[src/rtl/vme_cmd_sequencer.sv]
// Replays a programmed list of VME read/write/wait commands over the vme_cmd_rd/vme_dat_wr
// handshake, with an ack timeout and a first-word-fall-through FIFO for read-back results.
module vme_cmd_sequencer #(
    parameter int          DATA_W    = 16,
    parameter int          DEPTH     = 64,
    parameter int          RES_DEPTH = 16,
    parameter logic [31:0] CMD_MASK  = 32'h00A80000,
    parameter int          TIMEOUT   = 255
) (
    input  logic                     clk,
    input  logic                     rst,
    input  logic                     prog_we,
    input  logic [$clog2(DEPTH)-1:0] prog_addr,
    input  logic [17+DATA_W:0]       prog_data,
    input  logic                     go,
    input  logic                     abort,
    input  logic                     vme_cmd_rd,
    input  logic                     vme_dat_wr,
    input  logic [31:0]              vme_dat_reg_out,
    output logic                     start,
    output logic [31:0]              vme_cmd_reg,
    output logic [31:0]              vme_dat_reg_in,
    output logic                     busy,
    output logic                     done,
    output logic                     err_timeout,
    input  logic                     res_rd,
    output logic [15+DATA_W:0]       res_data,
    output logic                     res_empty,
    output logic                     res_ovf
);

    // state    | meaning
    // IDLE     | waiting for go
    // FETCH    | synchronous read of mem[pc]
    // DECODE   | dispatch on opcode
    // WAIT_RDY | waiting for vme_cmd_rd, then strobe the command
    // WAIT_ACK | waiting for vme_dat_wr, timer running
    // DELAY    | counting down a WAIT command
    // DONE     | sequence end, done pulses next cycle

    localparam int AW = $clog2(DEPTH);
    localparam int RW = $clog2(RES_DEPTH);
    localparam int PW = RW + 1;
    localparam int EW = 18 + DATA_W;
    localparam int TW = (TIMEOUT < 2) ? 1 : $clog2(TIMEOUT + 1);

    localparam logic [1:0] OP_END   = 2'b00;
    localparam logic [1:0] OP_WRITE = 2'b01;
    localparam logic [1:0] OP_READ  = 2'b10;
    localparam logic [1:0] OP_WAIT  = 2'b11;

    typedef enum logic [2:0] {
        S_IDLE, S_FETCH, S_DECODE, S_WAIT_RDY, S_WAIT_ACK, S_DELAY, S_DONE
    } state_t;

    state_t              state;
    logic [EW-1:0]       mem [DEPTH];
    logic [EW-1:0]       cur;
    logic [AW-1:0]       pc;
    logic [TW-1:0]       timer;
    logic [DATA_W-1:0]   count;
    logic [15+DATA_W:0]  res_mem [RES_DEPTH];
    logic [PW-1:0]       wr_ptr;
    logic [PW-1:0]       rd_ptr;

    logic [1:0]          cur_op;
    logic [DATA_W-1:0]   cur_data;
    logic [15:0]         cur_instr;
    logic [31:0]         cmd_word;
    logic [31:0]         dat_ext;
    logic                last;
    logic                go_accept;
    logic                push;
    logic                pop;
    logic                full;
    logic                rd_unused;

    assign cur_op    = cur[EW-1:EW-2];
    assign cur_data  = cur[15+DATA_W:16];
    assign cur_instr = cur[15:0];
    assign last      = (pc == AW'(DEPTH - 1));
    assign go_accept = (state == S_IDLE) && go && !abort;
    assign rd_unused = ^vme_dat_reg_out;

    always_comb begin
        cmd_word = CMD_MASK | {16'h0000, cur_instr};
        if (cur_op == OP_READ)
            cmd_word[25] = 1'b1;
        else
            cmd_word[24] = 1'b1;
        dat_ext = '0;
        dat_ext[DATA_W-1:0] = cur_data;
    end

    always_ff @(posedge clk) begin
        if (prog_we && !busy)
            mem[prog_addr] <= prog_data;
        if (state == S_FETCH)
            cur <= mem[pc];
    end

    always_ff @(posedge clk or posedge rst) begin
        if (rst) begin
            state          <= S_IDLE;
            pc             <= '0;
            timer          <= '0;
            count          <= '0;
            start          <= 1'b0;
            vme_cmd_reg    <= CMD_MASK;
            vme_dat_reg_in <= '0;
            busy           <= 1'b0;
            done           <= 1'b0;
            err_timeout    <= 1'b0;
        end else begin
            start          <= 1'b0;
            done           <= 1'b0;
            vme_cmd_reg    <= CMD_MASK;
            vme_dat_reg_in <= '0;
            if (abort && state != S_IDLE) begin
                state <= S_IDLE;
                pc    <= '0;
                busy  <= 1'b0;
            end else begin
                case (state)
                    S_IDLE: begin
                        if (go_accept) begin
                            pc          <= '0;
                            err_timeout <= 1'b0;
                            busy        <= 1'b1;
                            state       <= S_FETCH;
                        end
                    end
                    S_FETCH: state <= S_DECODE;
                    S_DECODE: begin
                        case (cur_op)
                            OP_END:  state <= S_DONE;
                            OP_WAIT: begin
                                count <= cur_data;
                                state <= S_DELAY;
                            end
                            default: state <= S_WAIT_RDY;
                        endcase
                    end
                    S_WAIT_RDY: begin
                        if (vme_cmd_rd) begin
                            start          <= 1'b1;
                            vme_cmd_reg    <= cmd_word;
                            vme_dat_reg_in <= (cur_op == OP_WRITE) ? dat_ext : '0;
                            timer          <= TW'(TIMEOUT);
                            state          <= S_WAIT_ACK;
                        end
                    end
                    S_WAIT_ACK: begin
                        // an ack in the terminal timer cycle still wins over the timeout
                        if (vme_dat_wr) begin
                            if (last) state <= S_DONE;
                            else begin
                                pc    <= pc + AW'(1);
                                state <= S_FETCH;
                            end
                        end else if (timer == '0) begin
                            err_timeout <= 1'b1;
                            state       <= S_DONE;
                        end else begin
                            timer <= timer - TW'(1);
                        end
                    end
                    S_DELAY: begin
                        if (count == '0) begin
                            if (last) state <= S_DONE;
                            else begin
                                pc    <= pc + AW'(1);
                                state <= S_FETCH;
                            end
                        end else begin
                            count <= count - DATA_W'(1);
                        end
                    end
                    S_DONE: begin
                        done  <= 1'b1;
                        busy  <= 1'b0;
                        state <= S_IDLE;
                    end
                    default: state <= S_IDLE;
                endcase
            end
        end
    end

    assign push      = (state == S_WAIT_ACK) && vme_dat_wr && (cur_op == OP_READ) && !abort;
    assign res_empty = (wr_ptr == rd_ptr);
    assign full      = (wr_ptr[RW-1:0] == rd_ptr[RW-1:0]) && (wr_ptr[RW] != rd_ptr[RW]);
    assign pop       = res_rd && !res_empty;
    assign res_data  = res_mem[rd_ptr[RW-1:0]];

    always_ff @(posedge clk) begin
        if (push && (!full || pop))
            res_mem[wr_ptr[RW-1:0]] <= {cur_instr, vme_dat_reg_out[DATA_W-1:0]};
    end

    always_ff @(posedge clk or posedge rst) begin
        if (rst) begin
            wr_ptr  <= '0;
            rd_ptr  <= '0;
            res_ovf <= 1'b0;
        end else begin
            if (push && (!full || pop))
                wr_ptr <= wr_ptr + PW'(1);
            if (pop)
                rd_ptr <= rd_ptr + PW'(1);
            if (go_accept)
                res_ovf <= 1'b0;
            else if (push && full && !pop)
                res_ovf <= 1'b1;
        end
    end

endmodule

[config.mk]
export PLATFORM = sky130hd
export DESIGN_NAME = vme_cmd_sequencer
export DESIGN_NICKNAME = d
export VERILOG_FILES = /design/src/rtl/vme_cmd_sequencer.sv
export SDC_FILE = /design/constraint.sdc
export NUM_CORES = 2
export LEC_CHECK = 0
export BUFFER_PORTS_ARGS = -buffer_cell sky130_fd_sc_hd__buf_2
export CAP_MARGIN = 0
export CELL_PAD_IN_SITES_DETAIL_PLACEMENT = 0
export CELL_PAD_IN_SITES_GLOBAL_PLACEMENT = 1
export CORE_MARGIN = 2
export CORE_UTILIZATION = 50
export CTS_CLUSTER_SIZE = 40
export DETAILED_ROUTE_END_ITERATION = 12
export PLACE_DENSITY_LB_ADDON = 0.08
export SETUP_SLACK_MARGIN = 0.3
export SLEW_MARGIN = 10
export SYNTH_ARGS = -nofsm -noshare
export SYNTH_HDL_FRONTEND = slang
export SYNTH_SLANG_ARGS = --single-unit
export TNS_END_PERCENT = 5
[constraint.sdc]
create_clock -name clk -period 5.4 [get_ports clk]
set_input_delay 0.27 -clock clk [delete_from_list [all_inputs] [get_ports clk]]
set_output_delay 0.27 -clock clk [all_outputs]
set_load 0.01 [all_outputs]
==> results_dict.tcl <==
set metrics [dict create \
    status "finished clean" \
    dp_cells 7690 \
    maxSlewHeadroom_pct 14.2 \
    syn_area_um2 107000 \
    powerDensity_nw_per_um2 424 \
    finalWirelength_mm 268 \
    async_reset_ff_share_pct 2.92 \
    postSynthAreaPerCell_um2 22.5 \
    fin_nets 5285 \
    clock_power_share_pct 37.5 \
    design.portCount 182 \
    port_buffers 135 \
    cts_tree "done" \
    drv_cap 0 \
    end_kind "output port" \
    first_pass_iters 5 \
    worst_setup_path_start_kind "register" \
    cp.arrival_ns 4.08 \
    antenna_found_initial 22 \
    comb_power_share_pct 13.7 \
    intPower_w 0.0394 \
    clock-sinks 2804 \
    globalplace.congestion 0.817 \
    finalNonFillerCells 8240 \
    start_util_pct 50.2 \
    power.switching_w 0.0124 \
    max_freq_mhz 230 \
    worst_ir_drop_vdd_mv 0.444 \
    overflow 0 \
    leakagePower_nw 38.0 \
    largest_reg_flops 2176 \
    setup_tns_ns 0 \
    synth_common_cells "2722 x edfxtp_1, 679 x mux4_2, 143 x nor2_1" \
    wl_per_cell_um 32.5 \
    die_h_um 467 \
    ant_nets 0 \
    slew_violations 0 \
    rsz0062_at_grt "no" \
    grtUsageTotal_pct 24.7 \
    yosys_warnings 0 \
    synth_area_leader_cell "edfxtp_1" \
    rows 170 \
    seqPwrFrac_pct 48.8 \
    cts-root-buf "clkbuf_16" \
    ys.flop_type "edfxtp_1" \
    grt_start_max_net_pins 132 \
    h-tree-depth 5 \
    skew_ns 0.0332 \
    core_um2 214000 \
    place_hpwl_mm 155 \
    critPathMaxFanout 101 \
    drt_iter0_drc 5486 \
    drc 0 \
    period_share_pct 80.5 \
    grt_pass1_wl_mm 382 \
    hp-class "input port to async pin" \
    synthTopCellsByArea "edfxtp_1 76%, mux4_2 14%, dfrtp_1 1.9%" \
    vias 50700 \
    path_class "register to output port" \
    cts_made_buffers 306 \
    critPathRequiredTime_ns 5.13 \
    dieWidth_um 467 \
    clockBufferDepth 4 \
    synth.most_common_cell "edfxtp_1" \
    grt_pass1_vias 52000 \
    synth_edf_count 2722 \
    via_per_inst 6.15 \
    synth-seq-area-share_pct 78.1 \
    drive_above_1_share_pct 28.0 \
    dp_slack_ns 1.59 \
    synth-seq-cells 2804 \
    largest-register "mem" \
    finalPower_w 0.0518 \
    layout_setup_ws_ns 1.05 \
    worst_pin_slew_ns 1.29 \
    clk_latency_ns 0.93 \
    clk_pin_slew_ns 0.05 \
    dieArea_um2 218000 \
    fin_crit_ns 4.35 \
    finalSetupViolCount 0 \
    hold_viol_final 0 \
    synthCells 4774 \
    area_delta_synth_final_pct 13.8 \
    p_sw_share_pct 23.9 \
    synth_top_area_share_pct 76.1 \
    synthDistinctLibCells 75 \
]
## layout make-up
class,count,area (µm²)
fill,16000,91800
sequential,2804,83800
multi-input combinational,1685,22600
clock buffer,380,8130
tap,2838,3550
timing repair buffer,376,2980
clock inverter,130,1020
inverter,18,70.1
antenna,9,22.5
## placed cells by master (no fill, tap or decap), drive strengths merged, types with 22 or more instances in the layout
cell type / instances
dlygate4sd3: 31
o21ai: 26
dfrtp: 82
nor2: 144
nand2: 59
mux4: 679
mux2i: 107
clkbuf: 380
a221oi: 44
a22oi: 115
and2: 22
a22o: 37
a21oi: 120
clkinv: 102
nand3: 31
edfxtp: 2722
buf: 345
conb: 30
## logic make-up (layout without fill, tap and decap cells)
group,Yosys count,count (layout),synth area share [%]
simple gates,384,384,1.83
buf+inv,313,904,1.53
xor+xnor,14,14,0.114
fa+ha+maj,14,14,0.163
compound gates,452,452,2.99
other cells,2,39,0.00700
mux,791,791,15.3
flops,2804,2804,78.1
## power groups by stage
stage	Sequential, W	Clock, W	Combinational [W]
2_1_floorplan	0.0252	0	0.00542
3_3_place_gp	0.0257	0	0.00718
3_5_place_dp	0.0257	0	0.00722
4_1_cts	0.0253	0.0198	0.00726
5_1_grt	0.0253	0.0206	0.00764
6_report	0.0253	0.0194	0.00709
## metal layers
metal	up-vias	share of wire, %	global-route usage (%)
li1	21100	-	-
met1	27700	42	34.3
met2	1525	51	41.4
met3	413	5.2	3.50
met4	10	2.7	7.02
met5	-	0.023	0
## worst paths after layout
| kind | cells past startpoint | startpoint | slack (ns) | end |
|---|---|---|---|---|
| setup / recovery | 5 | rd_ptr[0] | 1.05 | res_data[10] |
| hold / removal | 3 | rst | 0.02 | vme_cmd_reg[14] |
| setup reg to reg | 8 | pc[0] | 1.59 | cur[33] |
| hold reg to reg | 1 | wr_ptr[4] | 0.49 | wr_ptr[4] |
| max in group asynchronous | 4 | rst | 4.34 | pc[0] |
| min in group clk | 2 | prog_data[26] | 0.02 | mem[36][26] |
## worst max-delay path, stage by stage, from the launching register on
cell and delay, ns:
dfrtp_4 0.46, buf_12 0.51, buf_4 0.63, mux4_2 0.58
mux4_2 0.53, buf_2 0.17
## stage by stage
stage	area (µm²)	util (%)	hold slack, ns
after global placement	113000	52.7	0.431
after CTS	122000	57.1	0.000391
final	122000	57.1	0.0191
after global routing	122000	57.1	0.0346
after detailed placement	113000	52.7	0.448
after floorplan	107000	-	0.369
## repair_timing
action                     CTS  global route
buffers inserted             0             0
setup endpoints to repair    0             0
gates resized for setup      0             0
hold endpoints to repair   461            52
hold buffers                30             1
Power figures use the tool's default switching activity.
